**src/rtl/wb_buffer_pkg.sv**
```systemverilog
// wb_buffer_pkg: shared constants and the line-entry layout for the dcache
// write-back buffer. The localparams are the default geometry; the top-level
// parameters start from them.
package wb_buffer_pkg;

    localparam int WB_DEPTH          = 4;
    localparam int WB_WORDS          = 2;
    localparam int WB_TAG_W          = 28;
    localparam int WB_INDEX_W        = 1;
    localparam int WB_DATA_W         = 32;
    localparam int WB_HOLDOFF_MARGIN = 1;

    // Byte-enable width of one data word.
    localparam int WB_MASK_W = WB_DATA_W / 8;
    // Slot pointer, occupancy counter and word-select widths.
    localparam int WB_PTR_W  = $clog2(WB_DEPTH);
    localparam int WB_SIZE_W = WB_PTR_W + 1;
    localparam int WB_BANK_W = $clog2(WB_WORDS);

    // One buffered line: word 0 sits in the least significant bits of data.
    typedef struct packed {
        logic                                   valid;
        logic [WB_TAG_W-1:0]                    tag;
        logic [WB_INDEX_W-1:0]                  index;
        logic [WB_WORDS-1:0][WB_DATA_W-1:0]     data;
    } wb_entry_t;

endpackage

```
**src/rtl/wb_match_unit.sv**
```systemverilog
// wb_match_unit: DEPTH-way {tag,index} comparator. When several valid slots
// match, the one written most recently (nearest to tail) wins.
module wb_match_unit
    import wb_buffer_pkg::*;
#(
    parameter int DEPTH = WB_DEPTH,
    parameter int KEY_W = WB_TAG_W + WB_INDEX_W,
    parameter int PTR_W = $clog2(DEPTH)
) (
    input  logic [DEPTH-1:0] slotValid,
    input  logic [KEY_W-1:0] slotKey [DEPTH],
    input  logic [KEY_W-1:0] queryKey,
    input  logic [PTR_W-1:0] tail,
    output logic             hit,
    output logic [PTR_W-1:0] slotId
);

    logic [PTR_W-1:0] probe;

    // Walk slots from newest (tail-1) to oldest; the first valid match is kept.
    always_comb begin
        hit    = 1'b0;
        slotId = '0;
        probe  = '0;
        for (int k = 0; k < DEPTH; k++) begin
            probe = tail - PTR_W'(k) - 1'b1;
            if (!hit && slotValid[probe] && (slotKey[probe] == queryKey)) begin
                hit    = 1'b1;
                slotId = probe;
            end
        end
    end

endmodule

```
**src/rtl/write_back_buffer.sv**
```systemverilog
// write_back_buffer: holds up to DEPTH evicted dirty lines and drains them one
// word per handshake toward the memory-side write master, while forwarding
// CPU query hits out of the buffered lines.
// Optional feature macro: WB_WRITE_MERGE_EN adds byte-masked merging of CPU
// stores into a buffered line (query_data/query_wmask/query_write/query_merged).
//
// Handshake rules: a word moves when deq_data_valid && deq_data_ready at the
// rising clock edge; a line is accepted when enq_valid && enq_ready at the
// rising edge. enq_ready depends only on the registered occupancy, so a full
// buffer never admits a line in the cycle its head line finishes draining.
module write_back_buffer
    import wb_buffer_pkg::*;
#(
    parameter int DEPTH          = WB_DEPTH,
    parameter int WORDS          = WB_WORDS,
    parameter int TAG_W          = WB_TAG_W,
    parameter int INDEX_W        = WB_INDEX_W,
    parameter int DATA_W         = WB_DATA_W,
    parameter int HOLDOFF_MARGIN = WB_HOLDOFF_MARGIN
) (
    input  logic                      clock,
    input  logic                      reset,
    input  logic                      enq_valid,
    output logic                      enq_ready,
    input  logic [TAG_W-1:0]          enq_tag,
    input  logic [INDEX_W-1:0]        enq_index,
    input  logic [WORDS*DATA_W-1:0]   enq_data,
    input  logic [TAG_W-1:0]          query_tag,
    input  logic [INDEX_W-1:0]        query_index,
    input  logic [$clog2(WORDS)-1:0]  query_bank,
`ifdef WB_WRITE_MERGE_EN
    input  logic [DATA_W-1:0]         query_data,
    input  logic [DATA_W/8-1:0]       query_wmask,
    input  logic                      query_write,
    output logic                      query_merged,
`endif
    output logic                      resp_valid,
    output logic [DATA_W-1:0]         resp_bits,
    output logic                      deq_addr_valid,
    output logic [TAG_W-1:0]          deq_addr_tag,
    output logic [INDEX_W-1:0]        deq_addr_index,
    output logic                      deq_data_valid,
    input  logic                      deq_data_ready,
    output logic [DATA_W-1:0]         deq_data_bits,
    output logic                      deq_last,
    output logic                      hold_off_new_miss,
    output logic [$clog2(DEPTH):0]    size
);

    localparam int PTR_W  = $clog2(DEPTH);
    localparam int BANK_W = $clog2(WORDS);
    localparam int KEY_W  = TAG_W + INDEX_W;
    localparam logic [PTR_W:0]    FULL_COUNT  = (PTR_W + 1)'(DEPTH);
    localparam logic [PTR_W:0]    MARGIN      = (PTR_W + 1)'(HOLDOFF_MARGIN);
    localparam logic [BANK_W-1:0] LAST_WORD   = BANK_W'(WORDS - 1);

    // Same layout as wb_entry_t, sized by this instance's parameters.
    typedef struct packed {
        logic                           valid;
        logic [TAG_W-1:0]               tag;
        logic [INDEX_W-1:0]             index;
        logic [WORDS-1:0][DATA_W-1:0]   data;
    } entry_t;

    entry_t            slots [DEPTH];
    logic [PTR_W-1:0]  head;
    logic [PTR_W-1:0]  tail;
    logic [BANK_W-1:0] wordPtr;
    logic [PTR_W:0]    count;

    logic              lineReady;
    logic              enqFire;
    logic              deqFire;
    logic              lastFire;
    logic [DEPTH-1:0]  slotValid;
    logic [KEY_W-1:0]  slotKey [DEPTH];
    logic              hit;
    logic [PTR_W-1:0]  hitSlot;

    assign lineReady         = (count != '0);
    assign enq_ready         = (count != FULL_COUNT);
    assign hold_off_new_miss = ((FULL_COUNT - count) <= MARGIN);
    assign size              = count;

    // The head line drives the memory side; outputs read zero while empty.
    assign deq_addr_valid = lineReady;
    assign deq_data_valid = lineReady;
    assign deq_addr_tag   = lineReady ? slots[head].tag : '0;
    assign deq_addr_index = lineReady ? slots[head].index : '0;
    assign deq_data_bits  = lineReady ? slots[head].data[wordPtr] : '0;
    assign deq_last       = lineReady && (wordPtr == LAST_WORD);

    assign enqFire  = enq_valid && enq_ready;
    assign deqFire  = lineReady && deq_data_ready;
    assign lastFire = deqFire && deq_last;

    // Flatten slot state into the comparator's key/valid vectors.
    always_comb begin
        slotValid = '0;
        for (int i = 0; i < DEPTH; i++) begin
            slotValid[i] = slots[i].valid;
            slotKey[i]   = {slots[i].tag, slots[i].index};
        end
    end

    wb_match_unit #(
        .DEPTH (DEPTH),
        .KEY_W (KEY_W),
        .PTR_W (PTR_W)
    ) matchUnit (
        .slotValid (slotValid),
        .slotKey   (slotKey),
        .queryKey  ({query_tag, query_index}),
        .tail      (tail),
        .hit       (hit),
        .slotId    (hitSlot)
    );

    assign resp_valid = hit;
    assign resp_bits  = hit ? slots[hitSlot].data[query_bank] : '0;

`ifdef WB_WRITE_MERGE_EN
    logic mergeFire;
    // A head line that has started (or is starting) to drain must not change.
    assign mergeFire    = query_write && hit &&
                          !((hitSlot == head) && ((wordPtr != '0) || deqFire));
    assign query_merged = mergeFire;
`endif

    // Queue pointers, drain word pointer and occupancy.
    always_ff @(posedge clock or negedge reset) begin
        if (!reset) begin
            head    <= '0;
            tail    <= '0;
            wordPtr <= '0;
            count   <= '0;
        end else begin
            if (enqFire) begin
                tail <= tail + 1'b1;
            end
            if (lastFire) begin
                wordPtr <= '0;
                head    <= head + 1'b1;
            end else if (deqFire) begin
                wordPtr <= wordPtr + 1'b1;
            end
            if (enqFire && !lastFire) begin
                count <= count + 1'b1;
            end else if (!enqFire && lastFire) begin
                count <= count - 1'b1;
            end
        end
    end

    // Slot storage: fill at tail, retire at head, optional byte merge on a hit.
    always_ff @(posedge clock or negedge reset) begin
        if (!reset) begin
            for (int i = 0; i < DEPTH; i++) begin
                slots[i] <= '0;
            end
        end else begin
            if (lastFire) begin
                slots[head].valid <= 1'b0;
            end
            if (enqFire) begin
                slots[tail].valid <= 1'b1;
                slots[tail].tag   <= enq_tag;
                slots[tail].index <= enq_index;
                slots[tail].data  <= enq_data;
            end
`ifdef WB_WRITE_MERGE_EN
            if (mergeFire) begin
                for (int b = 0; b < DATA_W / 8; b++) begin
                    if (query_wmask[b]) begin
                        slots[hitSlot].data[query_bank][b*8 +: 8] <= query_data[b*8 +: 8];
                    end
                end
            end
`endif
        end
    end

endmodule

```
**config.mk**
```make
export PLATFORM = sky130hd
export DESIGN_NAME = write_back_buffer
export DESIGN_NICKNAME = d
export VERILOG_FILES = /design/src/rtl/wb_buffer_pkg.sv /design/src/rtl/wb_match_unit.sv /design/src/rtl/write_back_buffer.sv
export SDC_FILE = /design/constraint.sdc
export NUM_CORES = 1
export LEC_CHECK = 0
export BUFFER_PORTS_ARGS = -buffer_cell sky130_fd_sc_hd__buf_2
export CORE_ASPECT_RATIO = 1.1
export CORE_UTILIZATION = 61
export CTS_CLUSTER_DIAMETER = 30
export DETAILED_ROUTE_END_ITERATION = 6
export GPL_TIMING_DRIVEN = 0
export HOLD_SLACK_MARGIN = 0.08
export PLACE_DENSITY_LB_ADDON = 0.2
export RECOVER_POWER = 25
export REMOVE_ABC_BUFFERS = 1
export SLEW_MARGIN = 20
export SYNTH_ARGS = -nofsm -noshare
export SYNTH_HDL_FRONTEND = slang
export SYNTH_HIERARCHICAL = 1
export SYNTH_SLANG_ARGS = --single-unit
```
**constraint.sdc**
```tcl
create_clock -name clock -period 6 [get_ports clock]
set_input_delay 1.2 -clock clock [delete_from_list [all_inputs] [get_ports clock]]
set_output_delay 1.2 -clock clock [all_outputs]
set_load 0.03 [all_outputs]
```
* After elaboration in Yosys (flattened, before gate mapping) *
Cells that the tools add are included.

storage, ports and cells
  input bits = 127
  word-level logic and storage cells = 150
  flip-flop bits (word level) = 384
  output and inout port bits = 102

cells by class
  magnitude comparators = 16
  bitwise gates (word level) = 7
  equality and inequality tests = 5
  $add $sub $neg = 12
  reduce and logical (&&, ||, !) cells = 23
  muxes and demuxes = 63

operators with widths
  kind                                                                   count
  376-bit bitwise mux                                                    5
  94-bit demux with 2-bit select                                         5
  376-bit 2-to-1 mux                                                     2
  94-bit binary-select mux with 2-bit select                             2
  93-bit 2-to-1 mux                                                      3
  29-bit binary-select mux with 2-bit select                             4
  29-bit 2-to-1 mux                                                      8
  32-bit 2-to-1 mux                                                      6
  64-bit 2-to-1 mux                                                      3
  94-bit 2-to-1 mux                                                      2
  29-bit equality test                                                   4
  65-bit 2-to-1 mux                                                      1
  28-bit 2-to-1 mux                                                      1
  3-bit >= comparator (second input constant)                            7
  2-bit NOT with 3-bit output                                            7
  1-bit logical AND                                                      15
  2-bit by 3-bit < comparator with 1-bit output (second input constant)  4
  1-bit 2-to-1 mux                                                       11
  1-bit binary-select mux with 2-bit select                              4
  2-bit 2-to-1 mux                                                       4
  2-bit by 1-bit subtractor with 2-bit output (second input constant)    4
  3-bit by 1-bit < comparator with 1-bit output (second input constant)  2
  3-bit 2-to-1 mux                                                       2
  1-bit logical NOT                                                      5
  other kinds (11)                                                       15

* Depth between registers and ports, before layout *
Gate-level depths: netlist of the first run.

  depth after elaboration = 27
  gate-level depth with buffers = 18
  depth with buffers taken out = 12

* Modules after synthesis *
Netlist of the first run, hierarchy kept.

by module, submodules not included
  module             area each (µm²)  instances  seq. area each (µm²)  cells an instance
  write_back_buffer  19518.7          1          9609.2                1296
  wb_match_unit      4327.9           1          0.0                   516

* Least setup slack after synthesis of the first run *
Ideal clock, no wire load.

  path kind = input to output
  start = input port query_tag[25]
  end = output port resp_bits[10]
  data required time = 4800 ps
  buffers on the path = 4
  arrival = 4626 ps
  path slack = 174 ps
  stages = 14
  cells stage by stage = clkbuf_1 > o22ai_1 > a22o_1 > or4b_1 > nor4_1 > nand4_1 > or2_1 > o31a_1 > o221ai_2 > buf_4 > buf_6 > nor2_1 > clkbuf_1 > a221oi_1

between the ends
  cells in the longest elaborated chain, start to end = 22
  elaborated cells on any way between the ends = 29
  those cells by class = eq/ne (4); mux (14); bitwise (1); reduce/logical (10)

ends and longest elaborated chain
  what                                                      RTL line                  source
  from (decl)                                               write_back_buffer.sv:28   input logic [TAG_W-1:0] query_tag,
  29-bit equality test                                      wb_match_unit.sv:27       if (!hit && slotValid[probe] && (slotKey[probe] == queryKey)) begin
  1-bit logical AND                                         wb_match_unit.sv:27
  1-bit 2-to-1 mux                                          wb_match_unit.sv:27
  1-bit logical NOT                                         wb_match_unit.sv:27
  1-bit logical AND (2 in a row)                            wb_match_unit.sv:27
  1-bit 2-to-1 mux                                          wb_match_unit.sv:27
  1-bit logical NOT                                         wb_match_unit.sv:27
  1-bit logical AND (2 in a row)                            wb_match_unit.sv:27
  (+2 left out)                                             --
  1-bit logical AND (2 in a row)                            wb_match_unit.sv:27
  2-bit 2-to-1 mux (*)                                      wb_match_unit.sv:27
  via hitSlot[1]                                            write_back_buffer.sv:78   logic [PTR_W-1:0] hitSlot;
  2-bit NOT with 3-bit output (not written as such) (*)     write_back_buffer.sv:120  assign resp_bits = hit ? slots[hitSlot].data[query_bank] : '0;
  94-bit binary-select mux with 2-bit select (*)            write_back_buffer.sv:120
  64-bit 2-to-1 mux (not written as such) (*) (2 in a row)  write_back_buffer.sv:120
  32-bit 2-to-1 mux (not written as such) (*) (2 in a row)  write_back_buffer.sv:120
  32-bit 2-to-1 mux (*)                                     write_back_buffer.sv:120
  to (decl)                                                 write_back_buffer.sv:38   output logic [DATA_W-1:0] resp_bits,

The timed path passes the listed nets; every way through them passes the cells marked *. The select of a mux whose other input is x is not followed.

* Worst setup path in the final report of the first run *
  start = register tail[1]
  end = output port resp_bits[11]

between the ends
  cells in the longest elaborated chain, start to end = 27
  elaborated cells on any way between the ends = 59
  those cells by class = add/sub (6); eq/ne (4); mux (34); bitwise (5); reduce/logical (10)

ends and longest elaborated chain
  what                                                      RTL line                  source
  from (decl)                                               write_back_buffer.sv:67   logic [PTR_W-1:0] tail;
  from (signal assigned)                                    write_back_buffer.sv:139  tail <= tail + 1'b1;
  2-bit by 1-bit subtractor with 2-bit output               wb_match_unit.sv:26       probe = tail - PTR_W'(k) - 1'b1;
  2-bit NOT with 3-bit output (not written as such)         wb_match_unit.sv:27
  29-bit binary-select mux with 2-bit select                wb_match_unit.sv:27
  29-bit 2-to-1 mux (not written as such) (2 in a row)      wb_match_unit.sv:27
  29-bit equality test                                      wb_match_unit.sv:27
  1-bit logical AND                                         wb_match_unit.sv:27
  1-bit 2-to-1 mux                                          wb_match_unit.sv:27
  1-bit logical NOT                                         wb_match_unit.sv:27
  (+8 left out)                                             --
  1-bit logical AND (2 in a row)                            wb_match_unit.sv:27
  2-bit 2-to-1 mux (*)                                      wb_match_unit.sv:27
  via hitSlot[1]                                            write_back_buffer.sv:78
  2-bit NOT with 3-bit output (not written as such) (*)     write_back_buffer.sv:120
  94-bit binary-select mux with 2-bit select (*)            write_back_buffer.sv:120
  64-bit 2-to-1 mux (not written as such) (*) (2 in a row)  write_back_buffer.sv:120
  32-bit 2-to-1 mux (not written as such) (*) (2 in a row)  write_back_buffer.sv:120
  32-bit 2-to-1 mux (*)                                     write_back_buffer.sv:120

Marked as above.

==> results of run 1 <==
==> per-layer routing <==
metal / up-vias / GRT usage (%) / share of wire [%] / wire length, um
li1: 7402 / - / - / -
met1: 9098 / 44.1 / 38 / 26600
met2: 783 / 58.8 / 51 / 35700
met3: 214 / 7.42 / 7.1 / 5020
met4: 8 / 19.0 / 4.5 / 3170
met5: - / 0 / 0.075 / 53
==> cell usage in the layout (no fill, tap or decap), drive strengths merged, types with 6 or more instances in the layout <==
| master | synthesis | routed |
|---|---|---|
| nor3 | 8 | 8 |
| mux2i | 185 | 185 |
| a221oi | 34 | 34 |
| dfrtp | 384 | 384 |
| diode | 0 | 12 |
| nor2b | 7 | 7 |
| mux4 | 151 | 151 |
| a2111oi | 7 | 7 |
| o22ai | 9 | 9 |
| clkinv | 0 | 20 |
| ha | 13 | 13 |
| nor2 | 57 | 57 |
| nand4 | 8 | 8 |
| clkinvlp | 0 | 6 |
| bufinv | 0 | 15 |
| nand2 | 37 | 37 |
| o21ai | 57 | 57 |
| a211oi | 8 | 8 |
| nor4 | 16 | 16 |
| clkbuf | 41 | 120 |
| nand3 | 7 | 7 |
| xor2 | 37 | 37 |
| and2 | 30 | 30 |
| mux2 | 409 | 409 |
| xnor2 | 75 | 75 |
| buf | 113 | 311 |
| a21oi | 17 | 17 |
| inv | 52 | 57 |
==> timing repair <==
action	in CTS	in global routing
setup buffers	41	11
pin swaps	18	12
setup endpoints to repair	33	32
gates cloned	9	2
resized for setup	113	85
==> kinds of logic after synthesis <==
kind of cell,count (synthesis)
simple gates,186
buf+inv,206
compound gates,165
flops,384
xor+xnor,112
mux,745
fa+ha+maj,14
==> sequential cells by signal, indices dropped and copies added, names as in the netlist <==
name	flops
slots	256
head	2
slotValid	4
wordPtr	1
slotKey	116
tail	2
size	3
==> through the flow <==
stage          utilization, %  instances  power [W]  setup TNS (ns)
6_report                 78.9       2651     0.0213           -6.99
5_1_grt                  78.9       2645     0.0222          -10.63
4_1_cts                  78.2       2629     0.0210           -2.97
3_5_place_dp             66.9       2421     0.0150          -31.90
3_3_place_gp             64.5       2386     0.0151        -3381.02
2_1_floorplan               -       1658     0.0125         -694.46
==> layout make-up <==
cell class              instances  area [um^2]  area share (%)
well taps                     500          626            2.07
inverters                      52          198           0.654
clock buffers                 112         2480            8.22
flip-flops and latches        384         9630            31.9
diodes                         12         30.0          0.0994
multi-input cells            1222        13700            45.4
repair buffers                323         2840            9.38
clock inverters                46          709            2.35
==> power by group through the flow <==
stage               registers, W  clock network, W  logic (W)
floorplan                0.00522                 0    0.00726
global placement         0.00574                 0    0.00939
detailed placement       0.00534                 0    0.00969
CTS                      0.00529           0.00516     0.0105
global route             0.00553           0.00530     0.0114
finish                   0.00537           0.00513     0.0108
==> worst min path at each step <==
stage,cells past startpoint,to
2_1_floorplan,1,slots[126]$_DFFE_PN0P_
3_3_place_gp,1,slots[130]$_DFFE_PN0P_
6_report,1,slots[103]$_DFFE_PN0P_
5_1_grt,1,slots[103]$_DFFE_PN0P_
3_5_place_dp,1,slots[145]$_DFFE_PN0P_
4_1_cts,1,slots[222]$_DFFE_PN0P_
==> flow_metrics.tcl, run 1 <==
set metrics [dict create \
    hpwlAfterDp_mm 42.2 \
    die-area_um2 39900 \
    yosysMostFrequentCell "mux2_2" \
    endpoint_kind "primary output" \
    switching_share_pct 39.8 \
    slew_headroom_pct -46.8 \
    hold_buffers 0 \
    synthSimpleGateAreaFrac_pct 3.95 \
    yosysSeqAreaShare_pct 40.3 \
    clock_path_buffers 3 \
    grt_max_degree 100 \
    core-area_um2 38300 \
    num_rows 75 \
    power.leakage_nw 13.0 \
    regToRegSetupSlack_ns 2.51 \
    path_buf_inv 8 \
    drv_cap 3 \
    antenna_found_initial 13 \
    synth_commonest_cells "mux2_2, dfrtp_1, mux2i_1, mux4_2, xnor2_1" \
    finalClockSkew_ns 0.0368 \
    async_flop_share_pct 100 \
    die_height_um 209 \
    violations "max-capacitance violations, max-slew violations, negative setup slack" \
    cp_slowest_cell "or4b_4" \
    drive_gt1_share_pct 53.9 \
    netlist-cell-type-count 59 \
    via_per_inst 6.60 \
    finalHoldViolations 0 \
    grt_usage_pct 35.7 \
    syn_inst 1812 \
    p_int_w 0.0128 \
    period_share_pct 106 \
    synth_top_cell_area_share_pct 40.3 \
    cp.depth 20 \
    r2r-start "size[0]$_DFFE_PN0P_" \
    cts_tree "done" \
    syn_area_um2 23800 \
    n_fill_cell 2182 \
    floorplan.initialDensity_pct 62.3 \
    grt_pass1_wl_mm 108 \
    powerDensity_nw_per_um2 705 \
    postRouteAntennaNets 0 \
    worstPathCellList "buf_12 > buf_16 > mux2i_4 > mux2_4 > a22o_1 > or4b_4 > nor4_4 > nand4_1 > buf_4 > nand2_4 > o31a_1 > o221ai_4 > buf_6 > buf_4 > nand2b_4 > buf_12 > buf_16 > o21ai_0 > a221oi_2 > buf_4" \
    critPathRequiredTime_ns 4.80 \
    switchingPower_w 0.00846 \
    hp-start "slots[103]$_DFFE_PN0P_" \
    cp_common_cell "buf_4" \
    dp_worst_setup_slack_ns -1.16 \
    clock_latency_ns 0.63 \
    cts-root-buf "clkbuf_16" \
    p_clk_share_pct 24.1 \
    clkSinkCount 384 \
    ys.flop_type "dfrtp_1" \
    syn_to_final_growth_pct 26.7 \
    avgSynthCellArea_um2 13.2 \
    power_frac_seq_pct 25.2 \
    routed_wl_mm 70.5 \
    finalWorstSetupSlack_ns -0.332 \
    synth_top_family_by_area "multiplexers" \
    port-buffer-count 228 \
    synth_compound_area_share_pct 4.74 \
    endpoint "resp_bits[11]" \
    drc_errors 0 \
    ys_top_cells_by_area "dfrtp_1, mux2_2, mux4_2" \
    vdd.ir_drop.worst_v 0.000522 \
    synthMuxAreaShare_pct 41.4 \
    vias 17505 \
    whs_ns 0.517 \
    wl_per_cell_um 26.6 \
    rsz0062_at_grt "true" \
    placed_area_um2 25600 \
    setup.worst_path.start_class "flop" \
    io_pins 229 \
    ctsHtreeMaxLevel 3 \
    finalSetupViolCount 32 \
    cp-startpoint "tail[1]$_DFFE_PN0P_" \
    stdcell_area_um2 30200 \
    cp.arrival_ns 5.13 \
    yosys_warnings 6 \
    pwr-share-comb_pct 50.7 \
    crit_family "buffers and inverters" \
    overflow 0 \
    initialDrtViolationCount 1285 \
    critical_path_class "reg2out" \
    gp_congestion 0.968 \
    tightestPinTransition_ns 2.20 \
    report.final.slew_viol_count 198 \
    max_stage_delay_ns 0.55 \
    dr.pass1.iters 5 \
    min_path_type "reg2reg" \
    fin_nets 2210 \
    synth_top_area_cell "dfrtp_1" \
    synth-edff-count 0 \
    outcome "finished with violations" \
    cp_max_fo 7 \
    cts_made_buffers 86 \
    fin_crit_ns 6.33 \
    clkTransAtPathRegs_ns 0.05 \
    rr_worst_depth 8 \
    die_w_um 191 \
    clock.fmax_mhz 158 \
    synth_xor_area_share_pct 4.11 \
    ys_ff_latch 384 \
    synthAdderAreaFrac_pct 0.766 \
    timing.rr.end "slotKey[53]$_DFFE_PN0P_" \
    grt_pass1_vias 18537 \
]
Power figures use the tool's default switching activity.
==> inputs of run 2 (changes only) <==
Settings changed: ABC_AREA set to 1.
==> run 2 against run 1 <==
Effect of this change: largest cell class unchanged; area after synthesis increased by 12%; critical endpoint is now resp_bits[20]; largest power group unchanged; fmax increased by 7.8%; total power increased by 3.8%; sequential power decreased by 8.2%; cell area increased by 5.4%; sequential cell count unchanged; combinational power increased by 12%; the run ends with design-rule violations, max-capacitance violations, max-slew violations left.
==> flow_metrics.tcl, run 2 <==
set metrics [dict create \
    outcome "finished with violations" \
    violations "design-rule violations, max-capacitance violations, max-slew violations" \
    syn_inst 4293 \
    wl_per_cell_um 17.6 \
    dr.pass1.iters 7 \
    grt_usage_pct 38.1 \
    powerDensity_nw_per_um2 694 \
    n_fill_cell 3569 \
    layout_commonest_cell "nand2_1" \
    yosysMostFrequentCell "nand2_1" \
    overflow 0 \
    fin_crit_ns 5.87 \
    clock.fmax_mhz 170 \
    setup.worst_path.start_class "flop" \
    synthMuxAreaShare_pct 0 \
    via_per_inst 5.67 \
    core-area_um2 43300 \
    synth-edff-count 0 \
    routed_wl_mm 89.4 \
    critPathRequiredTime_ns 4.80 \
    clkSinkCount 384 \
    io_pins 229 \
    synth_xor_area_share_pct 0.589 \
    syn_to_final_growth_pct 19.0 \
    die_height_um 222 \
    num_rows 80 \
    worstPathCellList "buf_16 > clkinv_16 > nand2_2 > nand2_8 > o21ai_1 > nand2_1 > inv_1 > nand2_1 > nor2_1 > nand2_1 > nor2_1 > nand2_1 > nand3_1 > nand3_1 > nand3_4 > nand2_8 > inv_12 > buf_16 > nand3_1 > nand2_1 > nor2_1 > nor2_1 > buf_4" \
    antenna_found_initial 19 \
    seq_area_um2 9620 \
    max_stage_delay_ns 0.43 \
    grt_pass1_vias 26580 \
    cp_common_cell "nand2_1" \
    fin_nets 4545 \
    cp_slowest_cell "dfrtp_4" \
    finalClockSkew_ns 0.0239 \
    synth_commonest_cells "nand2_1, inv_1, nand3_1, dfrtp_1, o21ai_0" \
    cts_tree "done" \
    grt_max_degree 117 \
    endpoint_kind "primary output" \
    clock_path_buffers 3 \
    synth_top_family_by_area "simple AND/OR/NAND/NOR gates" \
    async_flop_share_pct 100 \
    synthSimpleGateAreaFrac_pct 37.1 \
    finalHoldViolations 0 \
    drv_cap 3 \
    drive_gt1_share_pct 10.8 \
    slew_headroom_pct -67.2 \
    clock_latency_ns 0.64 \
    drc_errors 7 \
    largest_register_ffs 256 \
    critical_path_class "reg2out" \
    grt_pass1_wl_mm 136 \
    vias 28753 \
    report.final.slew_viol_count 212 \
    min_path_type "reg2reg" \
    synth_top_cell_area_share_pct 35.9 \
    hpwlAfterDp_mm 49.1 \
    synth_top_area_cell "dfrtp_1" \
    finalSetupViolCount 0 \
    clkTransAtPathRegs_ns 0.05 \
    cts-root-buf "clkbuf_16" \
    whs_ns 0.477 \
    final_cell_mix "nand2_1, inv_1, nand3_1, dfrtp_1, o21ai_0" \
    die_w_um 202 \
    vdd.ir_drop.worst_v 0.000380 \
    netlist-cell-type-count 31 \
    synth_compound_area_share_pct 13.0 \
    top_register "slots" \
    avgSynthCellArea_um2 6.24 \
    period_share_pct 97.9 \
    ys.flop_type "dfrtp_1" \
    synthAdderAreaFrac_pct 0.682 \
    die-area_um2 44700 \
    yosysSeqAreaShare_pct 35.9 \
    multiInputGateArea_um2 14000 \
    gp_congestion 0.989 \
    ctsHtreeMaxLevel 3 \
    port-buffer-count 228 \
    power.leakage_nw 17.3 \
    syn_area_um2 26800 \
    total_power_w 0.0221 \
    ys_ff_latch 384 \
    initialDrtViolationCount 3218 \
    ys_top_cells_by_area "dfrtp_1, nand2_1, nand3_1" \
    cp_max_fo 29 \
    postRouteAntennaNets 0 \
    cp.arrival_ns 4.67 \
    cts_made_buffers 87 \
    floorplan.initialDensity_pct 61.8 \
    yosys_warnings 6 \
    tightestPinTransition_ns 2.51 \
]
run 2: cell types whose count changed after synthesis, moves of 33 or more:
cell | before | now
nor2_1 | 57 | 263
inv_1 | 52 | 480
mux2_2 | 409 | 0
o211ai_1 | 5 | 130
xnor2_1 | 75 | 1
mux4_2 | 151 | 0
buf_2 | 47 | 137
o21ai_1 | 1 | 84
nand3_1 | 7 | 418
o21ai_0 | 56 | 375
a221oi_1 | 33 | 0
nand2_1 | 37 | 1800
mux2i_1 | 181 | 0
run 2: power breakdown:
part,internal (W),leakage (nW),switching [W]
sequential,0.00381,4.80,0.00112
combinational,0.00392,11.0,0.00820
clock,0.00342,1.51,0.00163
total,0.0112,17.3,0.0109
run 2: kinds of logic after synthesis:
logic type,Yosys count
and+or+nand+nor,2495
adders and majority gates,14
AOI/OAI and AO/OA,630
buffers and inverters,752
DFF,384
xor gates and xnor gates,18
run 2: worst paths after layout:
path                                        start                     end  slack [ns]  cells after the start
min                        slots[196]$_DFFE_PN0P_  slots[196]$_DFFE_PN0P_        0.48                      2
min in group asynchronous                   reset     size[2]$_DFFE_PN0P_        1.32                      1
max                           tail[0]$_DFFE_PN0P_           resp_bits[20]        0.13                     23
min reg2reg                slots[196]$_DFFE_PN0P_  slots[196]$_DFFE_PN0P_        0.48                      2
max reg2reg                   size[0]$_DFFE_PN0P_  slots[144]$_DFFE_PN0P_        2.67                      9
max in group asynchronous                   reset   slots[59]$_DFFE_PN0P_        1.14                      4
run 2: area by class of cell:
type,count,share of cell area (%)
Sequential cell,384,30.2
Inverter,489,6.09
Multi-Input combinational cell,3160,43.9
Timing Repair inverter,5,0.145
Clock inverter,54,2.36
Tap cell,574,2.25
Antenna cell,15,0.118
Clock buffer,109,7.57
Timing Repair Buffer,277,7.37
run 2: repair_timing:
item,in CTS,in global routing
endpoints found under the setup margin,32,32
pin swaps,4,1
hold buffers,0,0
cloned,15,8
resized for setup,36,13
buffers inserted,3,1
run 2: through the flow:
step                cell area (um^2)  util [%]  worst slack [ns]  TNS (ns)  cells
finish                         31900      73.5             0.127         0   5067
global route                   31800      73.5           -0.0609    -0.170   5059
CTS                            31700      73.0           0.00490         0   5043
detailed placement             28000      64.7            -0.563    -11.67   4863
global placement               27100      62.5            -15.01  -2377.06   4832
floorplan                      25200         -             -6.77   -362.45   4030
run 2: routing by layer:
layer,track usage [%],up-vias,routed length [um]
met5,0,-,111
met4,22.8,16,4900
met3,8.02,351,9210
met2,62.8,1511,41200
met1,45.8,13123,34000
li1,-,13752,-
run 2: worst max-delay path, delay by kind of cell, from the launching register on:
kind            cells  cell delay, ns
flops               1            0.43
simple gates       16            2.24
compound gates      1            0.26
buf+inv             6            1.03
